<file path="config.mk">
export PLATFORM = sky130hd
export DESIGN_NAME = mem_string_writer
export DESIGN_NICKNAME = d
export VERILOG_FILES = /design/src/rtl/mem_string_writer.sv
export SDC_FILE = /design/constraint.sdc
export NUM_CORES = 1
export LEC_CHECK = 0
export CAP_MARGIN = 25
export CORE_MARGIN = 2
export CORE_UTILIZATION = 50
export DETAILED_ROUTE_END_ITERATION = 8
export PLACE_DENSITY = 0.78
export SLEW_MARGIN = 20
export SYNTH_ARGS = -nofsm -noshare
export SYNTH_HDL_FRONTEND = slang
export SYNTH_SLANG_ARGS = --single-unit
export TNS_END_PERCENT = 50
</file>
<file path="constraint.sdc">
create_clock -name clk -period 7.45 [get_ports clk]
set_input_delay 1.8625 -clock clk [delete_from_list [all_inputs] [get_ports clk]]
set_output_delay 1.8625 -clock clk [all_outputs]
set_load 0.02 [all_outputs]
</file>
<file path="src/rtl/mem_string_writer.sv">
// Byte-stream to null-terminated string writer for the syscall read_string path.
// Optional MEM_STRING_ECHO_EN build macro echoes accepted characters to the simulator console.
module mem_string_writer #(
    parameter logic [7:0] NL_CHAR = 8'h0A,
    parameter int          ADDR_W  = 32
) (
    input  logic              clk,
    input  logic              rst,
    input  logic              start,
    input  logic [ADDR_W-1:0] base_addr,
    input  logic [31:0]       max_len,
    input  logic              char_valid,
    input  logic [7:0]        char_data,
    output logic              char_ready,
    output logic              mem_write,
    output logic [ADDR_W-1:0] mem_addr,
    output logic [31:0]       mem_wdata,
    output logic              busy,
    output logic              done,
    output logic [31:0]       str_len
);

    typedef enum logic [2:0] {
        IDLE,
        COLLECT,
        WRITE,
        TERM,
        WRITE_T,
        DONE
    } state_t;

    state_t              r_state;
    state_t              w_nextState;
    logic [ADDR_W-1:0]   r_base;
    logic [31:0]         r_maxLen;
    logic [31:0]         r_count;
    logic [ADDR_W-3:0]   r_wordIdx;
    logic [31:0]         r_wordBuf;
    logic                r_termPending;
    logic [31:0]         r_strLen;

    logic                w_accept;
    logic [1:0]          w_lane;
    logic                w_isLast;
    logic [ADDR_W-1:0]   w_wordOffset;

    assign w_accept     = char_valid && (r_state == COLLECT);
    assign w_lane       = r_count[1:0];
    assign w_isLast     = (char_data == NL_CHAR) || ((r_count + 32'd1) == (r_maxLen - 32'd1));
    assign w_wordOffset = {r_wordIdx, 2'b00};

    always_ff @(posedge clk or posedge rst) begin
        if (rst) begin
            r_state <= IDLE;
        end else begin
            r_state <= w_nextState;
        end
    end

    // A terminating char that also fills lane 3 must flush its word before the null word.
    always_comb begin
        w_nextState = r_state;
        case (r_state)
            IDLE: begin
                if (start) begin
                    if (max_len == 32'd0) begin
                        w_nextState = DONE;
                    end else if (max_len == 32'd1) begin
                        w_nextState = TERM;
                    end else begin
                        w_nextState = COLLECT;
                    end
                end
            end
            COLLECT: begin
                if (w_accept) begin
                    if (w_lane == 2'd3) begin
                        w_nextState = WRITE;
                    end else if (w_isLast) begin
                        w_nextState = TERM;
                    end
                end
            end
            WRITE:   w_nextState = r_termPending ? TERM : COLLECT;
            TERM:    w_nextState = WRITE_T;
            WRITE_T: w_nextState = DONE;
            DONE:    w_nextState = IDLE;
            default: w_nextState = IDLE;
        endcase
    end

    // The buffer is zeroed after every write, so at TERM the null lane and all higher lanes are already 0.
    always_ff @(posedge clk or posedge rst) begin
        if (rst) begin
            r_base        <= '0;
            r_maxLen      <= '0;
            r_count       <= '0;
            r_wordIdx     <= '0;
            r_wordBuf     <= '0;
            r_termPending <= 1'b0;
            r_strLen      <= '0;
        end else begin
            case (r_state)
                IDLE: begin
                    if (start) begin
                        r_base        <= base_addr;
                        r_maxLen      <= max_len;
                        r_count       <= '0;
                        r_wordIdx     <= '0;
                        r_wordBuf     <= '0;
                        r_termPending <= 1'b0;
                        r_strLen      <= '0;
                    end
                end
                COLLECT: begin
                    if (w_accept) begin
                        r_wordBuf[{w_lane, 3'b000} +: 8] <= char_data;
                        r_count                          <= r_count + 32'd1;
                        if (w_lane == 2'd3) begin
                            r_termPending <= w_isLast;
                        end
                    end
                end
                WRITE, WRITE_T: begin
                    r_wordIdx <= r_wordIdx + (ADDR_W-2)'(1);
                    r_wordBuf <= '0;
                end
                TERM: begin
                    r_strLen <= r_count;
                end
                default: begin
                end
            endcase
        end
    end

    assign char_ready = (r_state == COLLECT);
    assign mem_write  = (r_state == WRITE) || (r_state == WRITE_T);
    assign mem_addr   = mem_write ? ((r_base + w_wordOffset) & ~ADDR_W'(3)) : '0;
    assign mem_wdata  = mem_write ? r_wordBuf : '0;
    assign busy       = (r_state != IDLE) && (r_state != DONE);
    assign done       = (r_state == DONE);
    assign str_len    = r_strLen;

`ifdef MEM_STRING_ECHO_EN
    always @(posedge clk) begin
        if (!rst && w_accept) begin
            $write("%c", char_data);
        end
        if (!rst && r_state == DONE) begin
            $write("\n");
        end
    end
`else
    // Echo disabled: the engine produces no console output.
`endif

endmodule

</file>
**Word level (Yosys, flattened, before mapping)**

Cells that the tools add are included.

- Magnitude comparators: 0
- Multipliers: 0
- $add $sub $neg: 5
- Divide/modulo/power cells: 0
- Multiplexer cells: 23
- Reduce and logical (&&, ||, !) cells: 19
- Bitwise logic cells: 0
- Eq/ne operators: 14
- Shifts and indexed selects: 2

Operator list:

| kind | count |
|---|---|
| two-way mux 32 bit | 5 |
| one-hot mux 32 bit (2 select lines) | 2 |
| one-hot mux 32 bit (3 select lines) | 1 |
| one-hot mux 30 bit (2 select lines) | 1 |
| adder 32 x 1 -> 32 bit, second input constant | 1 |
| adder 32 bit | 1 |
| bitwise mux 32 bit | 1 |
| equality test 32 x 1 -> 1 bit, second input constant | 1 |
| equality test 32 bit | 1 |
| zero test 32 bit | 1 |
| variable shift 8 x 7 -> 32 bit, first input constant | 1 |
| indexed part select 8 x 7 -> 32 bit | 1 |
| subtractor 32 x 1 -> 32 bit, second input constant | 1 |
| adder 30 x 1 -> 30 bit, second input constant | 1 |
| two-way mux 30 bit | 1 |
| two-way mux 3 bit | 5 |
| one-hot mux 3 bit (5 select lines) | 1 |
| AND reduction 3 bit | 3 |
| equality test 8 x 4 -> 1 bit, second input constant | 1 |
| negator 5 -> 7 bit | 1 |
| equality test 3 x 2 -> 1 bit, second input constant | 2 |
| equality test 3 bit, second input constant | 2 |
| AND reduction 2 bit | 3 |
| nonzero test 2 bit | 3 |
| other kinds (15) | 22 |

- Bits in writable memories: 0
- Memories kept: 0
- Latch bits: 0
- ROM bits: 0
- Logic and storage cells: 71
- Bits in registers: 194
- Bits of input ports: 76

**Logic depth before layout (Yosys ltp)**

Gate-level depths: netlist (run 1).

- Depth in word-level cells: 7
- Mapped depth: 12

**Least setup slack after synthesis (run 1)**

No wires, ideal clock.

- Path type: register to output
- Start point: register r_wordIdx[14]
- End point: output port mem_addr[29]
- Required time: 5.588 ns
- Setup slack: 2.668 ns
- Cell stages (with the launch flop): 12
- Data arrival time: 2.919 ns
- Cell sequence: dfrtp_1 ha_1 clkbuf_1 a21oi_1 o21ai_0 a221oi_1 a31oi_1 o31a_1 o2111ai_1 a21boi_0 o41ai_1 mux2i_1

- Word-level cells in the longest chain between the ends: 2

RTL lines:

| element | line | RTL |
|---|---|---|
| from (decl) | 37 | `logic [ADDR_W-3:0] r_wordIdx;` |
| from (signal assigned) | 125 | `r_wordIdx <= r_wordIdx + (ADDR_W-2)'(1);` |
| adder 32 bit | 139 | `assign mem_addr = mem_write ? ((r_base + w_wordOffset) & ~ADDR_W'(3)) : '0;` |
| two-way mux 32 bit | 139 |  |
| to (decl) | 16 | `output logic [ADDR_W-1:0] mem_addr,` |

No other way between the ends.

**Worst setup path in the final report (run 1)**

- Start point: register r_wordIdx[0]
- End point: output port mem_addr[30]

Same word-level chain as after synthesis.

==> results of run 1 <==
[flip-flops by register name, summed over array words and instances (netlist names)]
register / count
r_state: 3
r_base: 30
r_count: 32
r_maxLen: 32
str_len: 32
r_wordBuf: 32
r_wordIdx: 30
r_termPending: 1
[report_power, final]
part / switching (W) / internal, W / total (W)
sequential: 0.000245 / 0.00124 / 0.00149
clock: 0.000431 / 0.000433 / 0.000864
combinational: 0.000803 / 0.000564 / 0.00137
[cells in the mapped netlist, drive strengths merged (7+ instances only)]
master	number	area, µm²
clkbuf	60	226
a22o	48	420
nor4b	8	70.1
nor2	93	349
nand2b	10	62.6
nor3	26	130
or4	8	71.3
o21ai	87	439
buf	14	78.8
a211oi	8	60.1
a31oi	8	50.1
ha	35	438
nand4	27	169
nand2	286	1070
nand3	34	170
xor2	44	385
mux2i	7	70.1
dfrtp	192	4800
o31ai	19	143
nor4	32	200
a21oi	39	195
a21o	15	113
and3	19	119
or3	13	81.3
inv	15	56.3
and2	50	313
xnor2	58	508
[cell usage in the layout, fill, tap and decap left out, drive strengths merged, types with 26 or more instances in the layout]
cell           count
clkdlybuf4s50    171
a22o              48
nor2              93
nor3              26
xnor2             58
o21ai             87
dfrtp            192
and2              50
nand4             27
nor4              32
nand2            286
nand3             34
a21oi             39
xor2              44
ha                35
[layer usage]
layer | routed length (µm) | vias to the layer above
li1 | - | 4930
met1 | 14000 | 4989
met2 | 14300 | 351
met3 | 1830 | 55
met4 | 776 | 2
met5 | 12 | -
[worst max-delay path: cells and delay by family, from the launching register on]
family,cells,cell delay [ns]
compound gates,7,2.02
flops,1,0.43
fa+ha+maj,2,0.66
simple gates,1,0.10
buf+inv,1,0.61
xor+xnor,1,0.12
[area by class of cell]
cell class,instances,area [µm²]
fill,1925,8660
multi-input combinational,1050,6370
sequential,192,4800
timing repair buffer,183,1840
clock buffer,18,429
tap,285,357
clock inverter,14,109
inverter,16,67.6
[final timing paths]
path / startpoint / endpoint / cells past startpoint
worst max-delay path: r_wordIdx[0] / mem_addr[30] / 12
worst min-delay path: r_wordBuf[4] / r_wordBuf[4] / 2
worst max register to register: r_maxLen[0] / r_state[1] / 11
worst min register to register: r_wordBuf[4] / r_wordBuf[4] / 2
max in group asynchronous: rst / r_maxLen[15] / 4
min in group asynchronous: rst / r_base[27] / 2
[per-stage QoR]
step / utilization / setup slack [ns] / power [W] / area [µm²]
3_5_place_dp: 0.592 / 1.75 / 0.00285 / 13400
4_1_cts: 0.616 / 1.27 / 0.00372 / 13900
3_3_place_gp: 0.590 / 1.87 / 0.00279 / 13300
2_1_floorplan: - / 0.360 / 0.00246 / 11500
6_report: 0.617 / 1.20 / 0.00372 / 14000
5_1_grt: 0.617 / 0.909 / 0.00397 / 14000
[cells by family after synthesis]
family / synth area share
flops: 0.417
compound gates: 0.147
simple gates: 0.265
mux: 0.00804
other cells: 0.000326
xor+xnor: 0.0895
buf+inv: 0.0317
fa+ha+maj: 0.0407
==> results.py, run 1 <==
metrics = {
    "placement": {
        "io_buffer_count": 171,
        "placedCellCount": 1725,
        "gp_congestion": 0.929,
        "post-dp-hpwl_mm": 22.2,
    },
    "global_route": {
        "grt_max_degree": 144,
        "grt_pass1_wl_mm": 50.1,
        "grt_util_met2": 0.414,
        "grt_pass1_vias": 9792,
        "grt_use_met3": 0.0492,
        "overflow": 0,
        "antenna_found_initial": 1,
        "met1_usage": 0.354,
        "grt_busiest_layer": "met2",
        "grtUsageTotal": 0.258,
    },
    "finish": {
        "antenna_cells": 0,
        "area_delta_synth_final_pct": 21.4,
        "drive_above_1_share": 0.0434,
        "nNetsFinal": 1572,
        "final_cells": 1758,
    },
    "drt": {
        "drt_wl_total_mm": 31.0,
        "viasPerCell": 5.87,
        "dr.pass1.iters": 5,
        "first_iter_violations": 735,
        "ant_nets": 0,
        "post_drt_wl_per_cell_um": 17.6,
        "drcViolationCount": 0,
        "vias": 10300,
    },
    "sta": {
        "finalCritPeriodShare": 0.839,
        "worst_pin_slew_ns": 0.947,
        "grt_setup_unrepaired": "no",
        "finalCriticalPeriod_ns": 6.25,
        "max_slew_margin": 0.369,
        "fin_skew_ns": 0.0105,
        "fin_setup_tns_ns": 0,
        "fmax_ghz": 0.160,
        "setup_viol": 0,
        "final_max_slew_viol_count": 0,
        "final-hold-violation-count": 0,
        "worst_hold_slack_ns": 0.479,
    },
    "cts": {
        "clock_path_buffers": 2,
        "cts_hold_buf": 0,
        "numCtsBuffers": 17,
        "cts-resized-gates": 0,
        "postCtsSetupBuffers": 0,
        "cts_sinks": 192,
        "clk_latency_ns": 0.44,
        "cts_tree": "yes",
        "root_buffer": "clkbuf_16",
        "cts_htree_levels": 4,
        "clk_pin_slew_worst_paths_ns": 0.07,
    },
    "worst_hold_path": {
        "worstHoldPathType": "reg2reg",
    },
    "power": {
        "ir_worst_vdd_uv": 183,
        "power_density_mw_per_mm2": 266,
        "leakagePower_nw": 6.21,
    },
    "setup_path": {
        "arrival_ns": 4.39,
        "max_stage_delay_ns": 0.61,
        "critPathSlowestCell": "clkdlybuf4s50_1",
        "cp-end-kind": "output pin",
        "worst_path_most_repeated_cell": "a21oi_1",
        "path_cells": "ha_1 -> fa_1 -> a21o_1 -> a21oi_1 -> o21ai_0 -> a21oi_1 -> o211ai_1 -> a41o_1 -> a221oi_1 -> xor2_1 -> nor2_1 -> clkdlybuf4s50_1",
        "critPathKind": "reg2out",
        "cp_max_fo": 5,
        "critPathRequiredTime_ns": 5.59,
        "critical_path.startpoint_type": "register",
        "regToRegSetupSlack_ns": 3.55,
    },
    "run": {
        "maxCapViolCount": 0,
    },
    "die": {
        "die_area_mm2": 0.0242,
        "io_pins": 176,
        "initial_core_util": 0.508,
        "chipWidth_um": 156,
        "die_h_um": 156,
        "num_rows": 55,
        "core-area_mm2": 0.0226,
    },
    "logic_synthesis": {
        "synth-main-ff-cell": "dfrtp_1",
        "yosys.cell_types.count": 68,
        "ys_warn_count": 0,
        "syn_area_mm2": 0.0115,
        "synth_async_sr_flop_share": 1.00,
        "synth_seq_cells": 192,
        "synth_edf_count": 0,
        "syn-mean-instance-area_um2": 8.65,
        "synthCells": 1331,
        "yosysSeqAreaShare": 0.417,
    },
    "status": {
        "run_status": "finished clean",
    },
}
Note: power is estimated with default switching activity, not from simulation.
==> inputs of run 2 (changes only) <==
clock period = 5.6 ns   (was 7.45 ns; I/O delays follow)
==> run 2 against run 1 <==
  * Critical endpoint is now mem_addr[29]
  * Sequential power rose by 33%
  * Critical path type unchanged
  * Clock power rose by 47%
  * Core utilization rose by 0.39 points
  * Design area rose by 0.63%
  * Final cell count rose by 0.17%
  * Clock-buffer cell count fell by 1
==> results.py, run 2 (synthesis gave the netlist of run 1 again) <==
metrics = {
    "setup_path": {
        "cp_num_buf_inv": 1,
        "cp-end-kind": "output pin",
        "path_cells": "ha_1 -> a21oi_1 -> o21ai_0 -> a221oi_2 -> a31oi_2 -> o31a_1 -> o2111ai_1 -> a21boi_0 -> o41ai_2 -> mux2i_1 -> clkdlybuf4s50_1",
        "path_delay_family": "compound AO/OA/AOI/OAI gates",
        "critPathRequiredTime_ns": 4.20,
        "max_stage_delay_ns": 0.63,
        "critPathSlowestCell": "clkdlybuf4s50_1",
        "critPathKind": "reg2out",
        "cp_max_fo": 7,
        "arrival_ns": 4.01,
        "cp.depth": 11,
        "ff2ff_path_depth": 10,
        "critical_path.startpoint_type": "register",
    },
    "drt": {
        "first_iter_violations": 835,
        "viasPerCell": 5.98,
        "drt_wl_total_mm": 31.3,
        "vias": 10500,
        "post_drt_wl_per_cell_um": 17.8,
        "dr.pass1.iters": 5,
        "ant_nets": 0,
        "drcViolationCount": 0,
    },
    "sta": {
        "finalCriticalPeriod_ns": 5.41,
        "finalCritPeriodShare": 0.966,
        "fmax_ghz": 0.185,
        "final_max_slew_viol_count": 0,
        "fin_setup_tns_ns": 0,
        "setup_viol": 0,
        "final-hold-violation-count": 0,
        "worst_hold_slack_ns": 0.481,
        "max_slew_margin": 0.317,
        "worst_pin_slew_ns": 1.02,
        "grt_setup_unrepaired": "no",
        "fin_skew_ns": 0.0106,
    },
    "die": {
        "initial_core_util": 0.508,
        "chipWidth_um": 156,
        "die_h_um": 156,
        "num_rows": 55,
        "die_area_mm2": 0.0242,
        "core-area_mm2": 0.0226,
        "io_pins": 176,
    },
    "cts": {
        "cts_tree": "yes",
        "clk_latency_ns": 0.45,
        "postCtsSetupBuffers": 0,
        "root_buffer": "clkbuf_16",
        "clk_pin_slew_worst_paths_ns": 0.08,
        "cts_sinks": 192,
        "cts_htree_levels": 4,
        "clock_path_buffers": 2,
        "numCtsBuffers": 17,
        "cts_hold_buf": 0,
    },
    "finish": {
        "nNetsFinal": 1574,
        "drive_above_1_share": 0.0495,
        "final_cell_mix": "nand2_1, dfrtp_1, clkdlybuf4s50_1",
        "final_common_cell": "nand2_1",
        "area_delta_synth_final_pct": 22.2,
    },
    "run": {
        "maxCapViolCount": 0,
    },
    "worst_hold_path": {
        "worstHoldPathType": "reg2reg",
        "hold_path_depth": 2,
    },
    "power": {
        "ir_worst_vdd_uv": 199,
        "power_density_mw_per_mm2": 361,
        "leakagePower_nw": 6.27,
    },
    "global_route": {
        "grt_max_degree": 96,
        "grt_pass1_vias": 9750,
        "antenna_found_initial": 0,
        "overflow": 0,
        "grtUsageTotal": 0.260,
        "grt_pass1_wl_mm": 50.4,
    },
    "placement": {
        "gp_congestion": 0.929,
        "io_buffer_count": 171,
        "post-dp-hpwl_mm": 22.2,
    },
    "status": {
        "run_status": "finished clean",
    },
}
-- run 2: cell types whose count changed in the layout (fill, tap and decap cells not counted), moves of 2 or more --
cell	change
clkinv_4	-4
a21oi_1	-2
inv_6	+3
clkinv_2	-4
a221oi_2	+2
clkinv_8	+3
a21oi_2	+2
buf_4	+2
buf_16	-2
a221oi_1	-2
-- run 2: path summary, 6_finish.rpt --
check                              start      endpoint  slack, ns
setup reg to reg              r_count[0]    r_state[1]       1.70
hold / removal              r_wordBuf[6]  r_wordBuf[6]       0.48
hold reg to reg             r_wordBuf[6]  r_wordBuf[6]       0.48
setup / recovery           r_wordIdx[14]  mem_addr[29]       0.19
max in group asynchronous            rst    r_base[11]       3.25
min in group asynchronous            rst   str_len[25]       1.29
-- run 2: area by class of cell --
type                       count  area [µm²]
fill                        1881        8580
timing repair buffer         185        1830
multi-input combinational   1050        6400
inverter                      16        63.8
clock buffer                  17         425
clock inverter                15         181
sequential                   192        4800
tap                          285         357
antenna                        1        2.50
-- run 2: power by group --
part	internal (W)	total, W	switching (W)
Clock	0.000644	0.00127	0.000621
Sequential	0.00165	0.00198	0.000326
Combinational	0.000750	0.00183	0.00108
-- run 2: worst reg2reg max path, stage by stage, from the launching register on --
cell	delay [ns]
dfrtp_1	0.58
ha_1	0.39
and3_1	0.29
and4_1	0.30
xnor3_1	0.44
nor4b_1	0.48
nand4b_1	0.20
nor4_1	0.40
o2111ai_1	0.25
o311a_1	0.35
o32ai_1	0.12
-- run 2: routing by layer --
layer  routed length, µm  vias to the layer above  track usage
met5                   0                        -            0
met4                1050                        0        0.100
met3                2190                       87       0.0428
met2               14200                      445        0.404
met1               13900                     5054        0.365
li1                    -                     4947            -
-- run 2: stage by stage --
stage,worst slack [ns],total power [W],std cells,area [µm²],util
6_report,0.188,0.00507,1761,14100,0.621
3_3_place_gp,0.491,0.00371,1724,13400,0.591
4_1_cts,0.0833,0.00507,1760,14000,0.619
3_5_place_dp,0.429,0.00379,1728,13400,0.592
5_1_grt,0.000985,0.00539,1760,14100,0.621
2_1_floorplan,1.28,0.00327,1332,11500,-
-- run 2: what timing repair did --
action / 4_1_cts / 5_1_grt
resized for setup: 1 / 8
pin swaps: 0 / 1
cloned: 0 / 0
setup endpoints to repair: 2 / 5
==> inputs of run 3 (changes only) <==
GPL_ROUTABILITY_DRIVEN = 0   (was not set)
MAX_ROUTING_LAYER = met4   (was not set)
PLACE_DENSITY = 0.85   (was 0.78)
==> run 3 against run 2 <==
  * Hold slack lost 0.0033 ns
  * Global-route usage grew 1.5 points
  * First-iteration DRC count grew 22%
  * Flip-flop and latch count is the same
  * Core utilization grew 0.089 points
  * Largest power group unchanged
  * Critical endpoint is now mem_addr[20]
==> results.py, run 3 (synthesis gave the netlist of run 1 again) <==
metrics = {
    "status": {
        "run_status": "finished clean",
    },
    "setup_path": {
        "cp-end-kind": "output pin",
        "critical_path.startpoint_type": "register",
        "r2r-end": "r_state[1]",
        "ff2ff_path_depth": 9,
        "path_cells": "ha_1 -> fa_1 -> a21o_1 -> a21oi_2 -> o21ai_0 -> a21oi_2 -> o21bai_1 -> a211oi_1 -> o21ai_0 -> o211ai_1 -> clkdlybuf4s50_1",
        "cp_max_fo": 5,
        "critPathSlowestCell": "clkdlybuf4s50_1",
        "critPathRequiredTime_ns": 4.20,
        "arrival_ns": 4.00,
        "regToRegSetupSlack_ns": 1.71,
        "critPathKind": "reg2out",
        "max_stage_delay_ns": 0.62,
        "r2r_start": "r_count[0]",
    },
    "global_route": {
        "grt_pass1_wl_mm": 51.7,
        "overflow": 0,
        "grt_max_degree": 193,
        "grtUsageTotal": 0.275,
        "antenna_found_initial": 0,
        "grt_pass1_vias": 10000,
    },
    "cts": {
        "cts_tree": "yes",
        "numCtsBuffers": 17,
        "cts_hold_buf": 0,
        "clk_latency_ns": 0.45,
        "root_buffer": "clkbuf_16",
        "cts_htree_levels": 4,
        "cts_sinks": 192,
        "clk_pin_slew_worst_paths_ns": 0.08,
        "clock_path_buffers": 2,
    },
    "placement": {
        "io_buffer_count": 171,
        "post-dp-hpwl_mm": 22.6,
    },
    "power": {
        "leakagePower_nw": 6.30,
        "power_density_mw_per_mm2": 363,
        "ir_worst_vdd_uv": 219,
    },
    "finish": {
        "nNetsFinal": 1574,
        "final_common_cell": "nand2_1",
        "drive_above_1_share": 0.0481,
        "fill_cells": 1801,
        "area_delta_synth_final_pct": 22.4,
        "finish.utilization": 0.622,
        "final_cell_mix": "nand2_1, dfrtp_1, clkdlybuf4s50_1",
    },
    "worst_hold_path": {
        "hold-path-endpoint": "r_wordBuf[2]",
        "hold_path_depth": 2,
        "hp-start": "r_wordBuf[2]",
        "worstHoldPathType": "reg2reg",
    },
    "drt": {
        "post_drt_wl_per_cell_um": 18.3,
        "viasPerCell": 6.01,
        "first_iter_violations": 1016,
        "vias": 10600,
        "drcViolationCount": 0,
        "ant_nets": 0,
        "drt_wl_total_mm": 32.2,
        "dr.pass1.iters": 6,
    },
    "sta": {
        "fin_skew_ns": 0.0122,
        "worst_hold_slack_ns": 0.477,
        "fmax_ghz": 0.185,
        "final_max_slew_viol_count": 0,
        "max_slew_margin": 0.324,
        "worst_pin_slew_ns": 1.01,
        "final-hold-violation-count": 0,
        "setup_viol": 0,
        "finalCriticalPeriod_ns": 5.40,
        "finalCritPeriodShare": 0.964,
    },
    "die": {
        "io_pins": 176,
        "chipWidth_um": 156,
        "initial_core_util": 0.508,
        "core-area_mm2": 0.0226,
        "die_area_mm2": 0.0242,
        "die_h_um": 156,
        "num_rows": 55,
    },
    "run": {
        "maxCapViolCount": 0,
    },
}
==> run 3: report_power, final <==
part	internal [W]	switching (W)	leakage [nW]	total, W
logic	0.000753	0.00110	3.42	0.00185
clock network	0.000683	0.000604	0.304	0.00129
registers	0.00165	0.000324	2.58	0.00197
total	0.00309	0.00203	6.30	0.00511
==> run 3: metal layers <==
layer	wire length [µm]	share of wire	global-route usage	vias to the layer above
met5	0	0	-	-
met4	1040	0.032	0.104	0
met3	2260	0.070	0.0431	95
met2	15200	0.47	0.427	488
met1	13700	0.43	0.366	5062
li1	-	-	-	4930
==> run 3: worst max-delay path, delay by kind of cell (launching register included) <==
kind,cells,cell delay (ns)
buffers and inverters,1,0.62
flip-flops,1,0.43
AO/OA/AOI/OAI,8,1.82
adder cells (fa/ha/maj),2,0.69
==> run 3: final cells by class <==
type,count,area [µm²],share of cell area
clock buffers,17,425,0.0302
well taps,285,357,0.0253
multi-input cells,1050,6380,0.453
inverters,16,63.8,0.00453
clock inverters,15,195,0.0139
flip-flops and latches,192,4800,0.341
diodes,1,2.50,0.000178
repair buffers,185,1860,0.132
==> run 3: how the worst max path moves through the flow <==
| stage | startpoint | slack (ns) | endpoint |
|---|---|---|---|
| 5_1_grt | r_wordIdx[14] | -0.06 | mem_addr[31] |
| 3_5_place_dp | r_wordIdx[0] | 0.46 | mem_addr[30] |
| 3_3_place_gp | r_wordIdx[0] | 0.55 | mem_addr[30] |
| 4_1_cts | r_wordIdx[14] | 0.04 | mem_addr[29] |
| 6_report | r_wordIdx[0] | 0.20 | mem_addr[20] |
| 2_1_floorplan | r_wordIdx[14] | 1.28 | mem_addr[29] |
==> run 3: through the flow <==
stage	setup TNS, ns	setup slack (ns)	instance area [µm²]	instances	power (W)
6_report	0	0.202	14100	1761	0.00511
5_1_grt	-0.0552	-0.0552	14100	1760	0.00542
4_1_cts	0	0.0408	14000	1758	0.00510
3_5_place_dp	0	0.459	13400	1726	0.00379
3_3_place_gp	0	0.551	13400	1723	0.00369
2_1_floorplan	0	1.28	11500	1332	0.00327
==> run 3: what timing repair did <==
item | CTS | global route
setup buffers | 0 | 1
pin swaps | 0 | 1
resized for setup | 1 | 6
endpoints found under the setup margin | 2 | 6
hold endpoints to repair | 0 | 0
==> variant: new RTL, config.mk and constraints of run 3 <==
Set the parameter `NL_CHAR` to 8'h07 (it was 8'h0A).
--- a/src/rtl/mem_string_writer.sv
+++ b/src/rtl/mem_string_writer.sv
@@ -1,7 +1,7 @@
 // Byte-stream to null-terminated string writer for the syscall read_string path.
 // Optional MEM_STRING_ECHO_EN build macro echoes accepted characters to the simulator console.
 module mem_string_writer #(
-    parameter logic [7:0] NL_CHAR = 8'h0A,
+    parameter logic [7:0] NL_CHAR = 8'h07,
     parameter int          ADDR_W  = 32
 ) (
     input  logic              clk,
Behaviour: not the same (Yosys sat finds a counterexample within 4 cycles, from zero or initial values and one cycle with rst high).
==> variant against run 3 <==
Wire length decreased by 0.74%; setup slack improved by 0.0097 ns; final cell count increased by 0.57%; hold slack about the same; sequential cell count unchanged; cell area about the same; total power decreased by 1.3%; first-iteration DRC count decreased by 19%; synthesized area increased by 0.60%; synthesized cell count increased by 0.90%; clock power decreased by 6%; largest cell class unchanged; highest routed layer unchanged.
==> variant: results (changes against run 3) <==
Outcome
  • Status: finished clean

Synth
  • Synth top cells by count: nand2_1, dfrtp_1, nor2_1, o21ai_0, xnor2_1
  • Seq/Total Area, Yosys: 41.50% (-0.25 points)
  • Area contributors post-synth: dfrtp_1, nand2_1, xnor2_1
  • Distinct cell type count after synthesis: 70 (+2.9%)
  • Syn Inst Count: 1343 (+0.90%)
  • Asr flop ratio synth: 100.0% (unchanged)

Timing
  • Clock skew: 0.01136 ns (-0.0008443 ns)
  • Worst Max-Slew Pin Slew: 1.029 ns (+0.02198 ns)
  • Final worst setup slack: 0.2118 ns (+0.009664 ns)

Critical path
  • Crit. Startpoint: r_wordIdx[14]
  • Worst r2r src: r_count[0]
  • R2R depth: 10 (+1)
  • R2r setup slk: 1.48 ns (-0.23 ns)
  • Crit path arrival time: 3.99 ns (about the same)
  • Max FO, Critical Path: 7 (+2)
  • Crit path to: mem_addr[29]

Place
  • Port Buf Inserts: 171 (unchanged)
  • Pre-CTS WS: 0.4443 ns (-0.01472 ns)
  • Post-DP HPWL: 22540 µm (-0.41%)
  • Dpl cells: 1735 (+0.52%)

Worst hold path
  • Hold WC Path Type: flip-flop to flip-flop
  • Hold Crit Start: r_wordBuf[0]
  • Hold endpoint: r_wordBuf[0]
  • Hold depth: 2 (unchanged)

Power
  • Psw: 2.050 mW (+1.1%)
  • Static Leak: 6.246 nW (-0.89%)
  • Worst vdd ir: 0.2153 mV (-1.7%)

Global route
  • Vias in the first global route: 10154 (+1.1%)
  • Initial antenna violation count: 1 (+1)
  • GRT Util Overall: 27.11% (-0.36 points)
  • First-pass GRT wire length: 51470 µm (-0.47%)

Final layout
  • Fill count: 1854 (+2.9%)
  • Fin cells: 1771 (+0.57%)
  • Fraction of layout cells with a size suffix above 1: 4.916% (+0.10 points)
  • NumNets Final: 1584 (+0.64%)

CTS
  • Post-CTS Hold Buffers: 0 (unchanged)
  • Worst skew pair latency: 0.45 ns (about the same)

Drt
  • WL per Instance: 18.03 µm (-1.3%)
  • Drt first pass iters: 5 (-1)
  • Initial drt markers: 824 (-19%)
  • Vias/cell: 5.986 (-0.31%)
==> variant: changes by cell type in the layout (fill, tap and decap cells not counted), sizes merged, moves of 4 or more <==
cell / before / now
nor3: 26 / 31
nand3: 34 / 38
and3: 19 / 14
nand4: 27 / 31
nor2: 93 / 99
==> variant: per-layer routing <==
layer,vias to the layer above,global-route usage (%),share of wire (%)
li1,4974,-,-
met4,0,9.480,2.6
met2,494,42.84,48
met1,5061,34.91,42
met3,73,5.583,7.7
met5,-,-,0
==> variant: final cells by class <==
type / instances / area share, %
inverter: 15 / 0.4268
antenna: 1 / 0.01778
clock buffer: 17 / 3.023
multi-input combinational: 1062 / 45.55
tap: 285 / 2.534
timing repair buffer: 184 / 13.12
clock inverter: 15 / 1.192
sequential: 192 / 34.15
==> variant: what timing repair did <==
item                       in CTS  in global routing
pin swaps                       0                  1
gates resized for setup         1                  4
setup endpoints to repair       1                  5
buffers inserted                0                  1
==> variant: worst max-delay path: stages (launching register included) <==
cell	delay, ns
dfrtp_1	0.42
ha_1	0.41
a21oi_1	0.21
o21ai_0	0.11
a221oi_1	0.33
a31oi_1	0.22
o31a_1	0.35
o2111ai_1	0.26
a21boi_0	0.16
o41ai_2	0.25
mux2i_1	0.21
clkdlybuf4s50_1	0.61
==> variant: logic make-up (layout without fill, tap and decap cells) <==
| kind of cell | after synthesis | after routing | synth area share, % |
|---|---|---|---|
| fa+ha+maj | 37 | 37 | 4.042 |
| simple gates | 654 | 654 | 27.18 |
| other cells | 1 | 3 | 0.03239 |
| flops | 192 | 192 | 41.50 |
| mux | 9 | 9 | 0.7997 |
| xor+xnor | 107 | 107 | 8.569 |
| buf+inv | 90 | 231 | 3.458 |
| compound gates | 253 | 253 | 14.43 |
==> variant: power groups by stage <==
stage               registers (mW)  logic (mW)  clock network (mW)
floorplan                     1.86        1.44                   0
global placement              1.98        1.73                   0
detailed placement            1.99        1.81                   0
CTS                           1.97        1.82                1.23
global route                  2.01        2.06                1.29
finish                        1.98        1.85                1.21
==> variant: through the flow <==
| stage | instance area [µm²] | hold slack [ns] | utilization, % |
|---|---|---|---|
| 5_1_grt | 14070 | 0.5146 | 61.96 |
| 3_3_place_gp | 13390 | 0.4538 | 58.98 |
| 6_report | 14070 | 0.4774 | 61.96 |
| 2_1_floorplan | 11590 | 0.4418 | - |
| 3_5_place_dp | 13400 | 0.4630 | 59.02 |
| 4_1_cts | 14000 | 0.4814 | 61.65 |
